==> src/rtl/spiker_adapter_pkg.sv <==
// Shared definitions for the spiker adapter path: collector FSM states and
// default geometry of the spike vector.
package spiker_adapter_pkg;

  localparam int unsigned N_SPIKES_DEF   = 784;
  localparam int unsigned DATA_WIDTH_DEF = 800;

  typedef enum logic [1:0] {
    ST_COLLECT  = 2'd0,
    ST_SAMPLE   = 2'd1,
    ST_WAIT_RDY = 2'd2
  } collector_state_e;

endpackage

==> src/rtl/spiker_collector.sv <==
// Accumulates single-spike address events into a per-timestep spike vector and
// hands the latched vector to spiker_writer with a one-cycle sample strobe.
module spiker_collector
  import spiker_adapter_pkg::*;
#(
  parameter int unsigned N_SPIKES   = N_SPIKES_DEF,
  parameter int unsigned DATA_WIDTH = DATA_WIDTH_DEF,
  parameter int unsigned ADDR_W     = $clog2(N_SPIKES),
  parameter int unsigned CNT_W      = 16,
  localparam int unsigned SCNT_W    = $clog2(N_SPIKES + 1)
) (
  input  logic                  clk_i,
  input  logic                  rst_i,
  input  logic                  enable_i,
  input  logic                  spk_valid_i,
  output logic                  spk_ready_o,
  input  logic [ADDR_W-1:0]     spk_addr_i,
  input  logic                  frame_end_i,
  output logic [DATA_WIDTH-1:0] data_out_o,
  output logic                  sample_o,
  input  logic                  writer_ready_i,
  output logic [SCNT_W-1:0]     spike_cnt_o,
  output logic [CNT_W-1:0]      frame_cnt_o,
  output logic                  busy_o,
  output logic                  err_addr_o,
  output logic                  err_ovr_o
);

  if (DATA_WIDTH < N_SPIKES) begin : g_width_check
    $error("spiker_collector: DATA_WIDTH must be >= N_SPIKES");
  end

  localparam logic [ADDR_W:0] NSPK = (ADDR_W + 1)'(N_SPIKES);

  collector_state_e      state_q, state_d;
  logic [N_SPIKES-1:0]   acc_q, acc_d, acc_next;
  logic [SCNT_W-1:0]     cnt_q, cnt_d, cnt_next;
  logic [DATA_WIDTH-1:0] data_q, data_d;
  logic [SCNT_W-1:0]     scnt_q, scnt_d;
  logic                  sample_q, sample_d;
  logic [CNT_W-1:0]      fcnt_q, fcnt_d;
  logic                  erra_q, erra_d;
  logic                  erro_q, erro_d;

  logic accept;
  logic in_range;

  assign spk_ready_o = (state_q == ST_COLLECT) && enable_i && !rst_i;
  assign accept      = spk_valid_i && spk_ready_o;
  assign in_range    = {1'b0, spk_addr_i} < NSPK;

  // Duplicate addresses leave both the vector and the distinct-spike count untouched.
  always_comb begin
    acc_next = acc_q;
    cnt_next = cnt_q;
    if (accept && in_range && !acc_q[spk_addr_i]) begin
      acc_next[spk_addr_i] = 1'b1;
      cnt_next             = cnt_q + 1'b1;
    end
  end

  always_comb begin
    state_d  = state_q;
    acc_d    = acc_q;
    cnt_d    = cnt_q;
    data_d   = data_q;
    scnt_d   = scnt_q;
    sample_d = 1'b0;
    fcnt_d   = fcnt_q;
    erra_d   = erra_q;
    erro_d   = erro_q;

    case (state_q)
      ST_COLLECT: begin
        acc_d = acc_next;
        cnt_d = cnt_next;
        // The closing frame includes an event accepted on the same edge.
        if (frame_end_i && enable_i) begin
          data_d                 = '0;
          data_d[N_SPIKES-1:0]   = acc_next;
          scnt_d                 = cnt_next;
          acc_d                  = '0;
          cnt_d                  = '0;
          sample_d               = 1'b1;
          state_d                = ST_SAMPLE;
        end
      end
      ST_SAMPLE: begin
        state_d = ST_WAIT_RDY;
      end
      ST_WAIT_RDY: begin
        if (writer_ready_i) begin
          fcnt_d  = fcnt_q + 1'b1;
          state_d = ST_COLLECT;
        end
      end
      default: begin
        state_d = ST_COLLECT;
      end
    endcase

    if (accept && !in_range) begin
      erra_d = 1'b1;
    end
    if (frame_end_i && (state_q != ST_COLLECT)) begin
      erro_d = 1'b1;
    end
  end

  always_ff @(posedge clk_i or posedge rst_i) begin
    if (rst_i) begin
      state_q  <= ST_COLLECT;
      acc_q    <= '0;
      cnt_q    <= '0;
      data_q   <= '0;
      scnt_q   <= '0;
      sample_q <= 1'b0;
      fcnt_q   <= '0;
      erra_q   <= 1'b0;
      erro_q   <= 1'b0;
    end else begin
      state_q  <= state_d;
      acc_q    <= acc_d;
      cnt_q    <= cnt_d;
      data_q   <= data_d;
      scnt_q   <= scnt_d;
      sample_q <= sample_d;
      fcnt_q   <= fcnt_d;
      erra_q   <= erra_d;
      erro_q   <= erro_d;
    end
  end

  assign data_out_o  = data_q;
  assign sample_o    = sample_q;
  assign spike_cnt_o = scnt_q;
  assign frame_cnt_o = fcnt_q;
  assign busy_o      = (state_q != ST_COLLECT);
  assign err_addr_o  = erra_q;
  assign err_ovr_o   = erro_q;

endmodule

==> config.mk <==
export PLATFORM = sky130hd
export DESIGN_NAME = spiker_collector
export DESIGN_NICKNAME = d
export VERILOG_FILES = /design/src/rtl/spiker_adapter_pkg.sv /design/src/rtl/spiker_collector.sv
export SDC_FILE = /design/constraint.sdc
export NUM_CORES = 2
export LEC_CHECK = 0
export ABC_AREA = 1
export CAP_MARGIN = 25
export CELL_PAD_IN_SITES_DETAIL_PLACEMENT = 0
export CELL_PAD_IN_SITES_GLOBAL_PLACEMENT = 1
export CORE_AREA = 2 2 377 528
export CTS_CLUSTER_DIAMETER = 60
export DETAILED_ROUTE_END_ITERATION = 10
export DIE_AREA = 0 0 379 530
export GPL_TIMING_DRIVEN = 0
export PLACE_DENSITY_LB_ADDON = 0.1
export SLEW_MARGIN = 40
export SYNTH_ARGS = -nofsm -noshare
export SYNTH_HDL_FRONTEND = slang
export SYNTH_SLANG_ARGS = --single-unit
==> constraint.sdc <==
create_clock -name clk_i -period 64 [get_ports clk_i]
set_input_delay 12.8 -clock clk_i [delete_from_list [all_inputs] [get_ports clk_i]]
set_output_delay 12.8 -clock clk_i [all_outputs]
set_load 0.03 [all_outputs]
==> summary.txt <==
Status = complete, no violations
Combinational Power Share = 0.185
Largest net degree at the start of global routing = 78
DR WL/cell = 27.8 um
Root buf cell = clkbuf_16
P_leak = 0.0520 uW
Syn Inst Count = 11546
Synth Area per Inst = 7.10 sq um
Layout Cells excl Fill = 15492
Inst Count DP = 15138
Fin. Hold Viols = 0
Die height = 530 um
Post-synthesis sequential area ratio = 0.491
Most frequent cells in the layout = nand2_1 (4627), dfrtp_1 (1609), o21ai_0 (1012)
CP bufs+invs = 7
Max Freq = 34.3 MHz
Area Growth Syn to Fin = 25.8%
Core region area = 197000 sq um
Hold-fix buffer count after cts = 0
Vias in the first global route = 80507
Most common cell after layout, fill and taps aside = nand2_1
Met1 Use GR = 0.540
Max FO, Critical Path = 75
Routed Antenna Nets = 0
Crit path arrival time = 16320 ps
Hold crit path type = flip-flop to flip-flop
CTS tree = done
Synth cell types = 33
Initial Util = 0.417
Crit path top cell by count = buf_16
Setup TNS = 0 ps
Max-Cap Viols = 0
# setup viols final = 0
Setup repair bufs after CTS = 0
Switching Share = 0.323
Congestion Overflow GR = 0
# IOs = 847
Clk sink count = 1609
Drt pass-1 iters = 7
Relative slew slack = 0.327
Fin nets = 12708
Worst VDD drop = 0.0227 mV
# H-tree levels = 4
Vias = 86550
CP required = 51200 ps
CP max stage cell = clkdlybuf4s50_1
Max Transition Viols Final = 0
CP cell instances = clkdlybuf4s50_1 -> inv_8 -> buf_16 -> buf_16 -> buf_16 -> buf_16 -> nand2_1 -> nor2_1 -> clkdlybuf4s50_1
Cell Pwr Density = 25.9 nW/um^2
Register area = 40300 sq um
Via/cell ratio = 5.59
Input/output buffers = 828
Mapped cell area = 81900 sq um
Proportion of layout cells with a drive suffix above 1 = 0.0668
Clock buffer depth = 4
Grt met3 use = 0.112
Worst slew pin tran = 1010 ps
Initial antenna violation count = 47
Crit start category = input port
Met2 usage = 0.614
Area taken by multi-input logic gates = 35000 sq um
Yosys warnings = 0
Largest area contributor in the netlist = dfrtp_1
Clock Power Share = 0.428
Routed wire length = 430 mm
# DRC = 0
Clk slew on worst S/H paths = 60 ps
Max Clock Skew = 47.7 ps
#FFs+latches synth = 1609
CP delay by family, top = buffers and inverters
Final core utilization = 0.524
Clk_lat worst skew = 880 ps
Top cells by area, synth = dfrtp_1 (49%), nand2_1 (21%), o21ai_0 (6.2%)
CP Class = input port to primary output
Cell row count = 193
Power Internal = 1800 uW
Shortest period the worst path allows = 29120 ps
Routability congestion estimate = 0.985
Die area = 201000 sq um
Post-DP HPWL = 317 mm
Fin crit share = 0.455
RSZ-0062 raised after global routing = no
Yosys top cell area share = 0.491
GRT Total Usage = 0.419
Critical Path End Type = primary output
Total CTS buffers = 182
CP peak stage delay = 690 ps
Fillers = 19367
Seq pwr share = 0.387
Resized Gates After CTS = 0
GR peak layer = met2
First-pass GRT wire length = 597 mm
P_sw = 861 uW
Number of DRC markers in iteration 0 = 11705
Die width = 379 um
-- power by group through the flow --
stage               registers (uW)  clock network (uW)  logic [uW]
global route                  1030                1180         525
floorplan                     1060                   0         263
CTS                           1030                1140         477
global placement              1050                   0         452
detailed placement            1050                   0         475
finish                        1030                1140         494
-- layer usage --
layer	wire (um)	vias up
li1	-	38551
met1	164000	41317
met2	182000	5346
met3	49300	1314
met4	34400	22
met5	158	-
-- cell usage after synthesis --
library cell / instances
nand2_1: 4627
dfrtp_1: 1609
o21ai_0: 1012
nor2_1: 906
inv_1: 823
a21oi_1: 794
nand3_1: 789
clkbuf_1: 498
buf_2: 189
buf_4: 79
a21boi_0: 46
buf_1: 45
o21ai_1: 23
nand3b_1: 18
nand4_1: 14
xor2_1: 13
nor3_1: 12
xnor2_1: 9
inv_2: 8
buf_6: 7
nor3_2: 5
o22ai_1: 4
clkinv_1: 3
a21o_1: 2
ha_1: 2
nor3b_1: 2
a311oi_1: 1
conb_1: 1
mux2_2: 1
nand2_2: 1
nor2_2: 1
o21a_1: 1
or2_2: 1
-- final cells by class --
type / instances / area share
Tap cell: 2632 / 0.0320
Timing Repair Buffer: 945 / 0.108
Multi-Input combinational cell: 8300 / 0.340
Clock buffer: 234 / 0.0494
Buffer: 818 / 0.0377
Antenna cell: 39 / 0.000947
Inverter: 834 / 0.0305
Clock inverter: 81 / 0.0112
Sequential cell: 1609 / 0.391
-- worst reg2reg max path, cell delays in order, from the launching register on --
cell	delay, ps
dfrtp_1	390
nand2_1	70
o21ai_0	110
nand2_1	100
nand2_1	50
nand2_1	100
nand2_1	70
nor2_1	110
nand2_1	120
nand2_1	80
nand2_1	120
o21ai_1	530
nand2_1	100
nor2_1	350
buf_4	420
buf_4	340
buf_4	230
nand3_1	110
nand2_1	240
nand2_1	120
nand2_1	90
-- state kept, by name (all words and copies together) (netlist names) --
name and count:
acc_q 784, cnt_q 10, data_out_o 784, err_addr_o 1, err_ovr_o 1, frame_cnt_o 16
sample_o 1, spike_cnt_o 10, state_q 2
-- per-stage QoR --
stage / hold slack [ps] / power (uW) / instance area (sq um) / worst slack (ps)
6_report: 465 / 2660 / 103000 / 34880
5_1_grt: 492 / 2740 / 103000 / 34550
4_1_cts: 470 / 2650 / 103000 / 34820
3_5_place_dp: 456 / 1520 / 96700 / 34820
3_3_place_gp: 439 / 1510 / 93600 / -15540
2_1_floorplan: 490 / 1330 / 82000 / 2240
-- final timing paths --
check / to / depth (start not counted) / slack (ps) / start
setup reg to reg: data_out_o[15] / 20 / 60110 / acc_q[517]
hold / removal: err_ovr_o / 1 / 470 / err_ovr_o
setup / recovery: spk_ready_o / 9 / 34880 / rst_i
max in group asynchronous: data_out_o[748] / 8 / 48940 / rst_i
hold reg to reg: err_ovr_o / 1 / 470 / err_ovr_o
min in group asynchronous: data_out_o[362] / 2 / 12370 / rst_i
-- cells by family (layout without fill, tap and decap cells) --
group                      Yosys count  in the layout  share of synthesized area
and+or+nand+nor                   6376           6376                      0.306
DFF                               1609           1609                      0.491
buffers and inverters             1652           2912                     0.0828
adders and majority gates            2              2                   0.000305
AOI/OAI and AO/OA                 1883           1883                      0.117
muxes                                1              1                   0.000137
other                                1             55                  0.0000458
xor gates and xnor gates            22             22                    0.00235
No activity file was read; power rests on OpenSTA's default activity.
